[src/rtl/vram_ib_responder.sv]
// -----------------------------------------------------------------------------
// vram_ib_responder
//
// Responder end of the internal VRAM bus. Byte-wide CPU requests (ib_*) are
// serviced against a 32-bit synchronous single-port VRAM and return read data
// one cycle after the strobe. Any cycle without a CPU strobe is offered to the
// video fetch client (vf_*) via a level request / single-cycle ack handshake.
// The CPU always wins, so its latency is fixed at one cycle.
//
// Optional feature: define VRAM_IB_STATS_EN to add two saturating 16-bit
// counters (CPU grants, and cycles where video was denied by the CPU).
//
// Parameters:
//   VF_ADDR_W        video fetch word-address width (default 15)
//
// Ports:
//   clk              system clock
//   reset_n          asynchronous active-low reset
//   ib_addr[16:0]    CPU byte address
//   ib_wrdata[7:0]   CPU write byte
//   ib_write         1 = write, 0 = read
//   ib_do_access     single-cycle CPU request strobe
//   ib_rddata[7:0]   CPU read byte, valid the cycle after a read, then held
//   vf_req           video fetch request (level)
//   vf_addr          video fetch word address
//   vf_ack           video grant pulse
//   vf_rddata[31:0]  video read word, held after its valid pulse
//   vf_rddata_valid  one-cycle pulse, the cycle after vf_ack
//   mem_addr[14:0]   VRAM word address
//   mem_wrdata[31:0] VRAM write word (write byte replicated on all lanes)
//   mem_wrbytesel[3:0] VRAM byte write enables
//   mem_write        VRAM write strobe
//   mem_rddata[31:0] VRAM read word, valid one cycle after the address
//   stat_ib_count    (VRAM_IB_STATS_EN) granted CPU strobes, saturating
//   stat_vf_stall    (VRAM_IB_STATS_EN) video-denied cycles, saturating
// -----------------------------------------------------------------------------
module vram_ib_responder #(
  parameter int VF_ADDR_W = 15
) (
  input  logic                 clk,
  input  logic                 reset_n,
  input  logic [16:0]          ib_addr,
  input  logic [7:0]           ib_wrdata,
  input  logic                 ib_write,
  input  logic                 ib_do_access,
  output logic [7:0]           ib_rddata,
  input  logic                 vf_req,
  input  logic [VF_ADDR_W-1:0] vf_addr,
  output logic                 vf_ack,
  output logic [31:0]          vf_rddata,
  output logic                 vf_rddata_valid,
  output logic [14:0]          mem_addr,
  output logic [31:0]          mem_wrdata,
  output logic [3:0]           mem_wrbytesel,
  output logic                 mem_write,
  input  logic [31:0]          mem_rddata
`ifdef VRAM_IB_STATS_EN
  ,
  output logic [15:0]          stat_ib_count,
  output logic [15:0]          stat_vf_stall
`endif
);

  // Grants are gated by reset_n so nothing reaches the VRAM while in reset.
  logic        cpu_gnt;
  logic        cpu_wr_gnt;
  logic        cpu_rd_gnt;
  logic        vf_gnt;
  logic [14:0] vf_word_addr;

  assign cpu_gnt    = reset_n & ib_do_access;
  assign cpu_wr_gnt = cpu_gnt & ib_write;
  assign cpu_rd_gnt = cpu_gnt & ~ib_write;
  assign vf_gnt     = reset_n & ~ib_do_access & vf_req;

  // Fit the video address onto the 15-bit VRAM word address.
  if (VF_ADDR_W >= 15) begin : g_vf_trunc
    assign vf_word_addr = vf_addr[14:0];
  end else begin : g_vf_ext
    assign vf_word_addr = {{(15-VF_ADDR_W){1'b0}}, vf_addr};
  end

  // Registered state
  logic [14:0] mem_addr_q;
  logic [14:0] mem_addr_d;
  logic        rd_pend_q;
  logic [1:0]  rd_lane_q;
  logic [7:0]  hold_q;
  logic        vf_pend_q;
  logic [31:0] vf_hold_q;

  // Per-lane write enables/data and read byte extraction.
  logic [7:0] rd_lane_bytes [4];
  logic [7:0] rd_byte;

  for (genvar gi = 0; gi < 4; gi++) begin : g_lane
    assign mem_wrbytesel[gi]     = cpu_wr_gnt && (ib_addr[1:0] == 2'(gi));
    assign mem_wrdata[8*gi +: 8] = cpu_wr_gnt ? ib_wrdata : 8'h00;
    assign rd_lane_bytes[gi]     = mem_rddata[8*gi +: 8];
  end

  assign rd_byte = rd_lane_bytes[rd_lane_q];

  // Address mux: an idle port keeps the previous address so the VRAM input
  // does not toggle needlessly.
  always_comb begin
    mem_addr_d = mem_addr_q;
    if (cpu_gnt) begin
      mem_addr_d = ib_addr[16:2];
    end else if (vf_gnt) begin
      mem_addr_d = vf_word_addr;
    end
  end

  always_ff @(posedge clk or negedge reset_n) begin
    if (!reset_n) begin
      mem_addr_q <= '0;
      rd_pend_q  <= 1'b0;
      rd_lane_q  <= 2'd0;
      hold_q     <= 8'h00;
      vf_pend_q  <= 1'b0;
      vf_hold_q  <= '0;
    end else begin
      mem_addr_q <= mem_addr_d;
      rd_pend_q  <= cpu_rd_gnt;
      if (cpu_rd_gnt) begin
        rd_lane_q <= ib_addr[1:0];
      end
      // Capture the returning byte so it stays visible until the next read.
      if (rd_pend_q) begin
        hold_q <= rd_byte;
      end
      vf_pend_q <= vf_gnt;
      if (vf_pend_q) begin
        vf_hold_q <= mem_rddata;
      end
    end
  end

  // Return paths are combinational from the VRAM in the return cycle and
  // fall back to the held copy afterwards.
  assign ib_rddata       = rd_pend_q ? rd_byte : hold_q;
  assign vf_rddata       = vf_pend_q ? mem_rddata : vf_hold_q;
  assign vf_rddata_valid = vf_pend_q;
  assign vf_ack          = vf_gnt;
  assign mem_addr        = mem_addr_d;
  assign mem_write       = cpu_wr_gnt;

`ifdef VRAM_IB_STATS_EN
  logic [15:0] stat_ib_q;
  logic [15:0] stat_stall_q;

  always_ff @(posedge clk or negedge reset_n) begin
    if (!reset_n) begin
      stat_ib_q    <= '0;
      stat_stall_q <= '0;
    end else begin
      if (cpu_gnt && (stat_ib_q != 16'hFFFF)) begin
        stat_ib_q <= stat_ib_q + 16'd1;
      end
      if (cpu_gnt && vf_req && (stat_stall_q != 16'hFFFF)) begin
        stat_stall_q <= stat_stall_q + 16'd1;
      end
    end
  end

  assign stat_ib_count = stat_ib_q;
  assign stat_vf_stall = stat_stall_q;
`endif

endmodule
[config.mk]
export PLATFORM = sky130hd
export DESIGN_NAME = vram_ib_responder
export DESIGN_NICKNAME = d
export VERILOG_FILES = /design/src/rtl/vram_ib_responder.sv
export SDC_FILE = /design/constraint.sdc
export NUM_CORES = 1
export LEC_CHECK = 0
export CAP_MARGIN = 20
export CORE_MARGIN = 3
export CORE_UTILIZATION = 25
export CTS_BUF_LIST = sky130_fd_sc_hd__clkbuf_4 sky130_fd_sc_hd__clkbuf_8
export DETAILED_ROUTE_END_ITERATION = 16
export GPL_TIMING_DRIVEN = 0
export SYNTH_ARGS = -nofsm -noshare
export SYNTH_HDL_FRONTEND = slang
export SYNTH_SLANG_ARGS = --single-unit
[constraint.sdc]
create_clock -name clk -period 1.3 [get_ports clk]
set_input_delay 0.26 -clock clk [delete_from_list [all_inputs] [get_ports clk]]
set_output_delay 0.26 -clock clk [all_outputs]
set_load 0.005 [all_outputs]
### Word level (Yosys, flattened, before mapping)

Cells that the tools add are included.

| operators by class | value |
|---|---|
| $add $sub $neg | 0 |
| $mul | 0 |
| divide/modulo/power cells | 0 |
| $lt $le $gt $ge | 1 |
| equality and inequality tests | 3 |
| shift-type cells | 0 |
| muxes and demuxes | 8 |
| bitwise logic cells | 8 |
| reductions and logical operators | 5 |

Operators by type and width:

| operator | number |
|---|---|
| 32-bit 2-to-1 mux | 1 |
| 8-bit 2-to-1 mux | 4 |
| 15-bit 2-to-1 mux | 2 |
| 8-bit binary-select mux with 2-bit select | 1 |
| 1-bit AND | 5 |
| 2-bit == test (second input constant) | 2 |
| 1-bit logical AND | 4 |
| 3-bit >= comparator (second input constant) | 1 |
| 2-bit inverter with 3-bit output | 1 |
| 2-bit by 1-bit == test with 1-bit output (second input constant) | 1 |
| 2-bit logical NOT | 1 |
| 1-bit inverter | 2 |

| word-level totals | value |
|---|---|
| flip-flop bits (word level) | 59 |
| bits in latches | 0 |
| bits in writable memories | 0 |
| memory bits (read-only) | 0 |
| memories | 0 |

### Logic depth before layout (Yosys ltp)

Gate-level depths: netlist of the first run.

| depth | value |
|---|---|
| depth after elaboration | 5 |
| mapped depth | 5 |

### Worst setup path before layout of the first run

OpenSTA, ideal clock, no wires.

| timing path | value |
|---|---|
| kind | input -> output |
| start | input port ib_do_access |
| end | output port mem_addr[10] |
| data arrival time | 1.163 ns |
| required time | 1.040 ns |
| setup slack | -0.123 ns |
| stages on the path | 5 |
| buffers on the path | 3 |
| path through | buf_4 -> and3b_1 -> buf_6 -> buf_8 -> a221o_1 |

| on the way | value |
|---|---|
| cells in the longest elaborated chain, start to end | 5 |
| elaborated cells between the ends (all ways) | 6 |

Ends and longest elaborated chain:

| element | RTL line | RTL |
|---|---|---|
| from (decl) | 45 | `input logic ib_do_access,` |
| 1-bit inverter | 74 | `assign vf_gnt = reset_n & ~ib_do_access & vf_req;` |
| 1-bit AND (2 in a row) | 74 |  |
| named net vf_ack | 49 | `output logic vf_ack,` |
| 15-bit 2-to-1 mux | 110 | `end else if (vf_gnt) begin` |
| 15-bit 2-to-1 mux | 108 | `if (cpu_gnt) begin` |
| to (decl) | 52 | `output logic [14:0] mem_addr,` |

The timed path passes the listed nets, and every way through them passes these cells.

### Worst setup path in the final report of the first run

| timing path | value |
|---|---|
| start | register vf_pend_q, in the netlist vf_rddata_valid |
| end | output port vf_rddata[30] |

| on the way | value |
|---|---|
| cells in the longest elaborated chain, start to end | 1 |

Ends and longest elaborated chain:

| element | RTL line | RTL |
|---|---|---|
| from (decl) | 89 | `logic vf_pend_q;` |
| from (signal assigned) | 133 | `vf_pend_q <= vf_gnt;` |
| 32-bit 2-to-1 mux | - |  |
| to (decl) | 50 | `output logic [31:0] vf_rddata,` |

No other way between the ends.

==> impl_metrics.tcl, run 1 <==
set metrics [dict create \
    num-fill-cells 872 \
    hpwlAfterDp_um 6861 \
    peakVddDrop_v 0.0007188 \
    synth_warnings 0 \
    cts_tree "built" \
    drive_gt1_share_pct 63.66 \
    wl_per_cell_um 18.95 \
    layout_commonest_cell "buf_6" \
    final_antenna_net_count 0 \
    rows 37 \
    finalSetupViolations 93 \
    grt_pass1_wl_um 18220 \
    status "complete, but fails checks" \
    clk_latency_ns 0.35 \
    grt_start_max_net_pins 31 \
    arrival_ns 1.58 \
    vias 2743 \
    die_w_um 111.7 \
    netlist_area_sq_um 2791 \
    cts_buffer_depth 2 \
    tightest_slew_ns 0.7717 \
    grt_pass1_vias 3116 \
    powerDensity_nw_per_um2 1050 \
    fin_crit_ns 1.842 \
    maxCapViolCount 0 \
    htree_num_levels 3 \
    n_antenna_cell 0 \
    drt_iter0_markers 87 \
    crit_type "register to output pin" \
    cts-root-buf "clkbuf_8" \
    grtUsageTotal_pct 18.91 \
    drc_errors 0 \
    cts_sinks 59 \
    core_area_sq_um 10600 \
    syn-num-nets 291 \
    relSlewSlack_pct 48.38 \
    io_pins 171 \
    rsz0062_at_grt "true" \
    fin_skew_ns 0.01325 \
    cts_buffers 9 \
    die_height_um 111.7 \
    max_freq_mhz 542.9 \
    synth_cells 214 \
    dp_cells 519 \
    critPathCaptureType "output pin" \
    yosysUniqueCellTypes 25 \
    crit_slowest_cell "dfrtp_1" \
    viasPerCell 4.482 \
    ys_ff_latch 59 \
    final_cell_mix "131 x buf_6, 59 x clkdlybuf4s50_1, 58 x dfrtp_1, 27 x mux2_4, 25 x buf_4" \
    worst_slack_ns -0.5421 \
    grt-ovfl-total 0 \
    syn_to_final_growth_pct 121.1 \
    period_share_pct 141.7 \
    fin_nets 548 \
    portBuffers 169 \
    antenna_found_initial 0 \
    hold_violations 0 \
    ys_seq_area_share_pct 52.89 \
    hold_path.class "input pin to register" \
    dieArea_sq_um 12470 \
    cp_cell_sequence "buf_8, buf_12, buf_16, mux2_4, buf_6" \
    clk_pin_slew_ns 0.06 \
    holdWs_ns 0.2782 \
    slew_violations 0 \
    gp_congestion 0.7648 \
    critPathBufInv 4 \
    violations "setup timing" \
    start_util_pct 26.33 \
    critPathRequiredTime_ns 1.04 \
    postSynthAreaPerCell_sq_um 13.04 \
    cpPeakStageDelay_ns 0.40 \
    drt-total-wl_um 11600 \
    p_leak_nw 2.979 \
    path_max_fanout 5 \
    fin_tns_setup_ns -27.56 \
    instances_no_fill 612 \
    dr.pass1.iters 4 \
    start_kind "register" \
    crit_family "buffers and inverters" \
]
[cells by family after synthesis]
family	Yosys count	share of synthesized area, %
buf+inv	41	10.17
flops	59	52.89
compound gates	24	8.247
simple gates	40	9.233
mux	50	19.45
[cell type report]
| cell class | instances | area, sq um | share of cell area [%] |
|---|---|---|---|
| flip-flops and latches | 59 | 1478 | 23.94 |
| well taps | 136 | 170.2 | 2.757 |
| repair inverters | 1 | 7.507 | 0.1216 |
| plain buffers | 26 | 329.1 | 5.331 |
| clock buffers | 11 | 138.9 | 2.250 |
| inverters | 2 | 12.51 | 0.2027 |
| clock inverters | 5 | 53.80 | 0.8717 |
| repair buffers | 258 | 2666 | 43.20 |
| multi-input cells | 114 | 1316 | 21.33 |
[sequential cells by signal, summed over array words and instances (netlist names)]
register / flops
mem_addr_q: 15
vf_hold_q: 32
vf_rddata_valid: 1
rd_lane_q: 2
hold_q: 8
rd_pend_q: 1
[repair_timing]
item / in CTS / in global routing
buffers inserted: 63 / 34
pin swaps: 30 / 20
hold endpoints to repair: 59 / 0
gates resized for setup: 558 / 84
cloned: 6 / 0
endpoints found under the setup margin: 120 / 108
hold buffers: 4 / 0
[routing by layer]
metal,part of all wire [%],global-route usage (%)
met4,1.3,4.785
met5,0,0
met1,41,22.01
met3,7.4,6.250
met2,51,33.45
[per-stage QoR]
stage	setup slack [ns]	cell area [sq um]	total power, mW	util, %
CTS	-0.5709	5982	6.375	56.43
global placement	-3.321	4677	4.086	44.12
floorplan	-0.06362	2815	2.948	-
finish	-0.5421	6172	6.481	58.22
global route	-0.6193	6172	6.851	58.22
detailed placement	-1.385	4674	4.108	44.09
[worst register-to-register path, delay by kind of cell, from the launching register on]
kind	cells	cell delay [ns]
muxes	1	0.31
DFF	1	0.40
buffers and inverters	4	0.53
[synth_stat cells]
master / count / share of area [%]
clkbuf_1: 3 / 0.40
buf_2: 5 / 0.90
buf_4: 26 / 7.0
dfrtp_1: 59 / 53
nand3_1: 1 / 0.18
nor3b_1: 2 / 0.54
a221o_1: 11 / 3.9
mux2i_1: 16 / 5.7
nand2b_1: 9 / 2.0
and3_2: 5 / 1.3
buf_1: 2 / 0.27
inv_1: 2 / 0.27
and3_1: 11 / 2.5
buf_8: 1 / 0.54
mux2_2: 32 / 13
buf_6: 2 / 0.81
and2_1: 8 / 1.8
nand2_1: 1 / 0.13
o21ai_1: 1 / 0.18
nand3b_1: 1 / 0.27
mux2_1: 2 / 0.81
and3b_1: 1 / 0.31
nor3_1: 1 / 0.18
o221ai_1: 8 / 2.5
a221o_2: 4 / 1.6
[report_power, final]
part	leakage, nW	total (mW)	internal, mW	switching, mW
sequential	0.710	2.27	2.16	0.104
clock	0.104	1.69	0.921	0.769
combinational	2.16	2.52	1.64	0.885
total	2.98	6.48	4.72	1.76
[worst paths after layout]
check / slack (ns) / end / cells past startpoint / from
worst max-delay path: -0.54 / vf_rddata[30] / 5 / vf_rddata_valid$_DFF_PN0_
worst max register to register: -0.05 / vf_hold_q[6]$_DFF_PN0_ / 5 / vf_rddata_valid$_DFF_PN0_
worst min register to register: 0.49 / hold_q[0]$_DFF_PN0_ / 2 / hold_q[0]$_DFF_PN0_
worst min-delay path: 0.28 / rd_pend_q$_DFF_PN0_ / 3 / ib_write
max in group asynchronous: 0.16 / vf_hold_q[14]$_DFF_PN0_ / 2 / reset_n
min in group asynchronous: 0.50 / mem_addr_q[4]$_DFF_PN0_ / 3 / reset_n
Power figures use the tool's default switching activity.
==> inputs of run 2 (changes only) <==
--- a/config.mk
+++ b/config.mk
@@ -5,8 +5,9 @@
 export SDC_FILE = /design/constraint.sdc
 export NUM_CORES = 1
 export LEC_CHECK = 0
+export ABC_CLOCK_PERIOD_IN_PS = 1300
 export CAP_MARGIN = 20
-export CORE_MARGIN = 3
+export CORE_MARGIN = 1
 export CORE_UTILIZATION = 25
 export CTS_BUF_LIST = sky130_fd_sc_hd__clkbuf_4 sky130_fd_sc_hd__clkbuf_8
 export DETAILED_ROUTE_END_ITERATION = 16
==> run 2 against run 1 <==
Compared with the run above: sequential share of layout area increased by 0.48 points; critical endpoint is now vf_rddata[5]; power decreased by 2.8%; combinational power decreased by 2%; the run still ends with setup timing left; non-clock buffer count decreased by 15; die area decreased by 7.0%; register-to-register slack got worse by 0.09 ns; count of clock-buffer cells in the layout increased by 2.
==> impl_metrics.tcl, run 2 (same netlist as run 1, synthesis figures left out) <==
set metrics [dict create \
    status "complete, but fails checks" \
    violations "setup timing" \
    wl_per_cell_um 17.98 \
    layout_commonest_cell "buf_6" \
    hold_violations 0 \
    cts_buffer_depth 2 \
    antenna_found_initial 0 \
    clk_latency_ns 0.33 \
    peakVddDrop_v 0.0005926 \
    hold_path_depth 3 \
    rr_worst_depth 6 \
    viasPerCell 4.438 \
    start_kind "register" \
    regMostFlops "vf_hold_q" \
    maxCapViolCount 0 \
    dieArea_sq_um 11590 \
    syn_to_final_growth_pct 116.8 \
    grtUsageTotal_pct 18.82 \
    die_height_um 107.7 \
    final_cell_mix "115 x buf_6, 64 x clkdlybuf4s50_1, 58 x dfrtp_1, 33 x buf_2" \
    holdWs_ns 0.3359 \
    final_antenna_net_count 0 \
    slew_violations 0 \
    grt_pass1_wl_um 16010 \
    grt_pass1_vias 2885 \
    cts-root-buf "clkbuf_8" \
    period_share_pct 148.1 \
    grt_start_max_net_pins 31 \
    cts_tree "built" \
    die_w_um 107.7 \
    fin_crit_ns 1.926 \
    num-fill-cells 936 \
    core_area_sq_um 10840 \
    powerDensity_nw_per_um2 1042 \
    htree_num_levels 3 \
    fin_nets 533 \
    dp_cells 523 \
    cts_buffers 9 \
    max_freq_mhz 519.2 \
    instances_no_fill 600 \
    cts_sinks 59 \
    relSlewSlack_pct 46.12 \
    io_pins 171 \
    rsz0062_at_grt "true" \
    top_regs "vf_hold_q: 32 flops, mem_addr_q: 15 flops, hold_q: 8 flops" \
    drc_errors 0 \
    rows 38 \
    hold_path.class "input pin to register" \
    path_max_fanout 5 \
    n_antenna_cell 0 \
    critPathCaptureType "output pin" \
    clk_pin_slew_ns 0.07 \
    crit_type "register to output pin" \
    portBuffers 169 \
    drt-total-wl_um 10790 \
    grt-ovfl-total 0 \
    largest_reg_flops 32 \
    critPathRequiredTime_ns 1.04 \
    fin_skew_ns 0.006360 \
    dr.pass1.iters 4 \
    drive_gt1_share_pct 62.83 \
    gp_congestion 0.7737 \
    finalSetupViolations 105 \
    hpwlAfterDp_um 6422 \
    vias 2663 \
    arrival_ns 1.67 \
    drt_iter0_markers 47 \
    start_util_pct 25.75 \
    tightest_slew_ns 0.8056 \
    p_leak_nw 2.824 \
    worst_slack_ns -0.6259 \
]
-- run 2: cell count changes in the layout (fill, tap and decap cells not counted), moves of 6 or more --
cell and delta:
mux2_4 -8, buf_6 -16, buf_4 -6, mux2i_4 +8, mux2i_2 -7, buf_2 +10, mux2_2 +8
-- run 2: path summary, 6_finish.rpt --
path,slack (ns),endpoint,from
worst max-delay path,-0.63,vf_rddata[5],vf_rddata_valid$_DFF_PN0_
worst min-delay path,0.34,mem_addr_q[3]$_DFF_PN0_,ib_do_access
worst max register to register,-0.14,vf_hold_q[17]$_DFF_PN0_,vf_rddata_valid$_DFF_PN0_
worst min register to register,0.49,hold_q[6]$_DFF_PN0_,hold_q[6]$_DFF_PN0_
max in group asynchronous,0.12,vf_hold_q[6]$_DFF_PN0_,reset_n
min in group asynchronous,0.44,rd_pend_q$_DFF_PN0_,reset_n
-- run 2: critical path: stages, from the launching register on --
cell     delay (ns)
dfrtp_1        0.40
buf_8          0.13
buf_12         0.13
buf_12         0.13
buf_8          0.12
mux2_4         0.30
buf_6          0.12
-- run 2: report_power, final --
| group | internal, mW | switching, mW |
|---|---|---|
| sequential | 2.16 | 0.0993 |
| combinational | 1.57 | 0.890 |
| clock | 0.854 | 0.723 |
-- run 2: cell type report --
type | count | area [sq um] | area share (%)
plain buffers | 24 | 314.1 | 5.190
repair buffers | 245 | 2515 | 41.56
multi-input cells | 114 | 1369 | 22.62
repair inverters | 1 | 7.507 | 0.1241
clock inverters | 2 | 10.01 | 0.1654
clock buffers | 13 | 172.7 | 2.854
inverters | 2 | 10.01 | 0.1654
well taps | 140 | 175.2 | 2.895
flip-flops and latches | 59 | 1478 | 24.42
-- run 2: what timing repair did --
item	in CTS	in global routing
setup buffers	54	25
hold buffers	3	0
gates resized for setup	559	61
setup endpoints to repair	120	109
pin swaps	28	16
cloned	7	1
hold endpoints to repair	59	0
-- run 2: per-layer routing --
layer | part of all wire, % | wire length, um | global-route usage (%) | vias to the layer above
met5 | 0 | 0 | 0 | -
met4 | 1.0 | 109 | 6.360 | 0
met3 | 8.5 | 912 | 6.598 | 8
met2 | 51 | 5551 | 32.42 | 113
met1 | 39 | 4216 | 21.57 | 1295
li1 | - | - | - | 1247
-- run 2: stage by stage --
step	TNS, ns	setup slack, ns	power, mW	instance area, sq um	utilization (%)
6_report	-29.68	-0.6259	6.302	6051	55.82
4_1_cts	-35.94	-0.6517	6.224	5914	54.56
3_5_place_dp	-101.76	-1.358	4.104	4679	43.17
2_1_floorplan	-0.5895	-0.06362	2.948	2815	-
5_1_grt	-33.92	-0.6725	6.646	6051	55.82
3_3_place_gp	-371.75	-3.369	4.086	4682	43.19
==> inputs of run 3 (changes only) <==
--- a/config.mk
+++ b/config.mk
@@ -12,6 +12,9 @@
 export CTS_BUF_LIST = sky130_fd_sc_hd__clkbuf_4 sky130_fd_sc_hd__clkbuf_8
 export DETAILED_ROUTE_END_ITERATION = 16
 export GPL_TIMING_DRIVEN = 0
+export PLACE_DENSITY = 0.59
+export SLEW_MARGIN = 20
 export SYNTH_ARGS = -nofsm -noshare
 export SYNTH_HDL_FRONTEND = slang
 export SYNTH_SLANG_ARGS = --single-unit
+export TNS_END_PERCENT = 30
==> run 3 against run 2 <==
Compared with the run above: the run still ends with setup timing left; fmax down 0.41%; die area unchanged; via count down 2.9%; clock power down 6%; non-clock buffer count down 15; final cell count down 2.5%; count of clock-buffer cells in the layout down 1; cell area down 6.9%; register-to-register slack worse by 0.02 ns; worst setup slack worse by 0.0079 ns; critical path type unchanged; critical endpoint is now vf_rddata[4]; largest power group is now registers; highest routed layer unchanged.
==> impl_metrics.tcl, run 3 (same netlist as run 1, synthesis figures left out) <==
set metrics [dict create \
    cts_buffer_depth 2 \
    fin_nets 518 \
    layout_commonest_cell "buf_6" \
    htree_num_levels 3 \
    status "complete, but fails checks" \
    antenna_found_initial 0 \
    cts-root-buf "clkbuf_8" \
    hold_path.class "input pin to asynchronous set/reset pin" \
    max_freq_mhz 517.1 \
    critPathRequiredTime_ns 1.04 \
    powerDensity_nw_per_um2 1042 \
    place_ws_ns -1.242 \
    grt_pass1_vias 2858 \
    cts_sinks 59 \
    clk_pin_slew_ns 0.07 \
    core_area_sq_um 10840 \
    top_regs "vf_hold_q: 32 flops, mem_addr_q: 15 flops, hold_q: 8 flops" \
    dr.pass1.iters 4 \
    rsz0062_at_grt "true" \
    finalSetupViolations 89 \
    critPathBufInv 5 \
    gp_congestion 0.7255 \
    cts_buffers 9 \
    critPathCaptureType "output pin" \
    path_max_fanout 7 \
    crit_slowest_cell "dfrtp_1" \
    violations "setup timing" \
    regMostFlops "vf_hold_q" \
    n_antenna_cell 0 \
    dieArea_sq_um 11590 \
    hold_violations 0 \
    cts_tree "built" \
    cp.depth 6 \
    cpPeakStageDelay_ns 0.40 \
    crit_family "buffers and inverters" \
    timing.rr.start "vf_rddata_valid$_DFF_PN0_" \
    grt_start_max_net_pins 19 \
    io_pins 171 \
    rr_worst_depth 6 \
    peakVddDrop_v 0.0004634 \
    clk_latency_ns 0.33 \
    fin_skew_ns 0.008663 \
    hpwlAfterDp_um 6597 \
    final_cell_mix "82 x buf_6, 65 x clkdlybuf4s50_1, 58 x dfrtp_1, 28 x clkbuf_2, 27 x buf_2" \
    totalPowerFinal_mw 5.868 \
    rr_endpoint "vf_hold_q[4]$_DFF_PN0_" \
    start_util_pct 25.75 \
    p_leak_nw 2.668 \
    r2r_slack_ns -0.16 \
    viasPerCell 4.422 \
    die_w_um 107.7 \
    vias 2587 \
    drc_errors 0 \
    drive_gt1_share_pct 60.00 \
    worst_slack_ns -0.6338 \
    portBuffers 169 \
    grt-ovfl-total 0 \
    crit_top_cell "buf_12" \
    multi_input_area_sq_um 1277 \
    rows 38 \
    crit_type "register to output pin" \
    largest_reg_flops 32 \
    cp_cell_sequence "buf_8, buf_12, buf_12, buf_4, mux2_4, buf_6" \
    drt-total-wl_um 10110 \
    num-fill-cells 1034 \
    wl_per_cell_um 17.29 \
    final_antenna_net_count 0 \
    maxCapViolCount 0 \
    relSlewSlack_pct 63.41 \
    grtUsageTotal_pct 17.95 \
    die_height_um 107.7 \
    grt_pass1_wl_um 15440 \
    arrival_ns 1.67 \
    syn_to_final_growth_pct 101.7 \
    start_kind "register" \
    tightest_slew_ns 0.5470 \
    slew_violations 0 \
    register_area_sq_um 1478 \
    fin_crit_ns 1.934 \
    period_share_pct 148.8 \
    drt_iter0_markers 44 \
]
## run 3: cell count changes in the layout (fill, tap and decap cells not counted), moves of 3 or more
cell / change
clkbuf_2: +24
and3_4: -4
buf_2: -6
mux2i_4: -4
buf_12: -4
mux2_4: -4
mux2_2: +4
buf_6: -33
mux2i_1: +3
## run 3: how the worst max path moves through the flow
stage | from | end | slack (ns)
global route | rd_lane_q[0]$_DFFE_PN0P_ | ib_rddata[3] | -0.69
CTS | vf_rddata_valid$_DFF_PN0_ | vf_rddata[1] | -0.67
detailed placement | reset_n | mem_wrdata[20] | -1.24
finish | vf_rddata_valid$_DFF_PN0_ | vf_rddata[4] | -0.63
floorplan | reset_n | mem_addr[10] | -0.06
global placement | reset_n | mem_addr[12] | -3.39
## run 3: power by group
part	switching [mW]	internal (mW)	total, mW
logic	0.802	1.32	2.12
registers	0.102	2.16	2.26
clock network	0.715	0.767	1.48
## run 3: worst reg2reg max path, stage by stage (launching register included)
cell	delay, ns
dfrtp_1	0.40
buf_8	0.14
buf_12	0.12
buf_12	0.13
buf_4	0.13
mux2_4	0.30
buf_4	0.13
## run 3: layout make-up
type | count | area share [%]
Timing Repair inverter | 1 | 0.1333
Inverter | 2 | 0.1777
Sequential cell | 59 | 26.24
Timing Repair Buffer | 221 | 37.73
Clock inverter | 3 | 0.2666
Buffer | 33 | 6.954
Tap cell | 140 | 3.110
Multi-Input combinational cell | 114 | 22.68
Clock buffer | 12 | 2.711
## run 3: per-layer routing
layer  share of wire (%)  track usage [%]  up-vias
met1                  40            19.84     1262
met3                 7.7            6.477        8
met2                  51            32.37      110
li1                    -                -     1207
met4                0.95            4.501        0
met5                   0                0        -
## run 3: what timing repair did
action / CTS / global route
resized for setup: 426 / 90
pin swaps: 21 / 10
hold buffers: 2 / 0
gates cloned: 5 / 0
endpoints found under the hold margin: 23 / 0
setup endpoints to repair: 124 / 102
setup buffers: 35 / 10
## run 3: stage by stage
step | instances | util (%) | instance area (sq um) | setup TNS [ns] | hold WS, ns
finish | 585 | 51.95 | 5632 | -29.01 | 0.09788
global route | 585 | 51.95 | 5632 | -33.64 | 0.07683
CTS | 575 | 51.07 | 5537 | -34.23 | 0.07877
detailed placement | 524 | 43.29 | 4693 | -94.81 | 0.1888
global placement | 523 | 43.13 | 4676 | -374.72 | 0.4686
floorplan | 214 | - | 2809 | -0.9098 | -0.03559
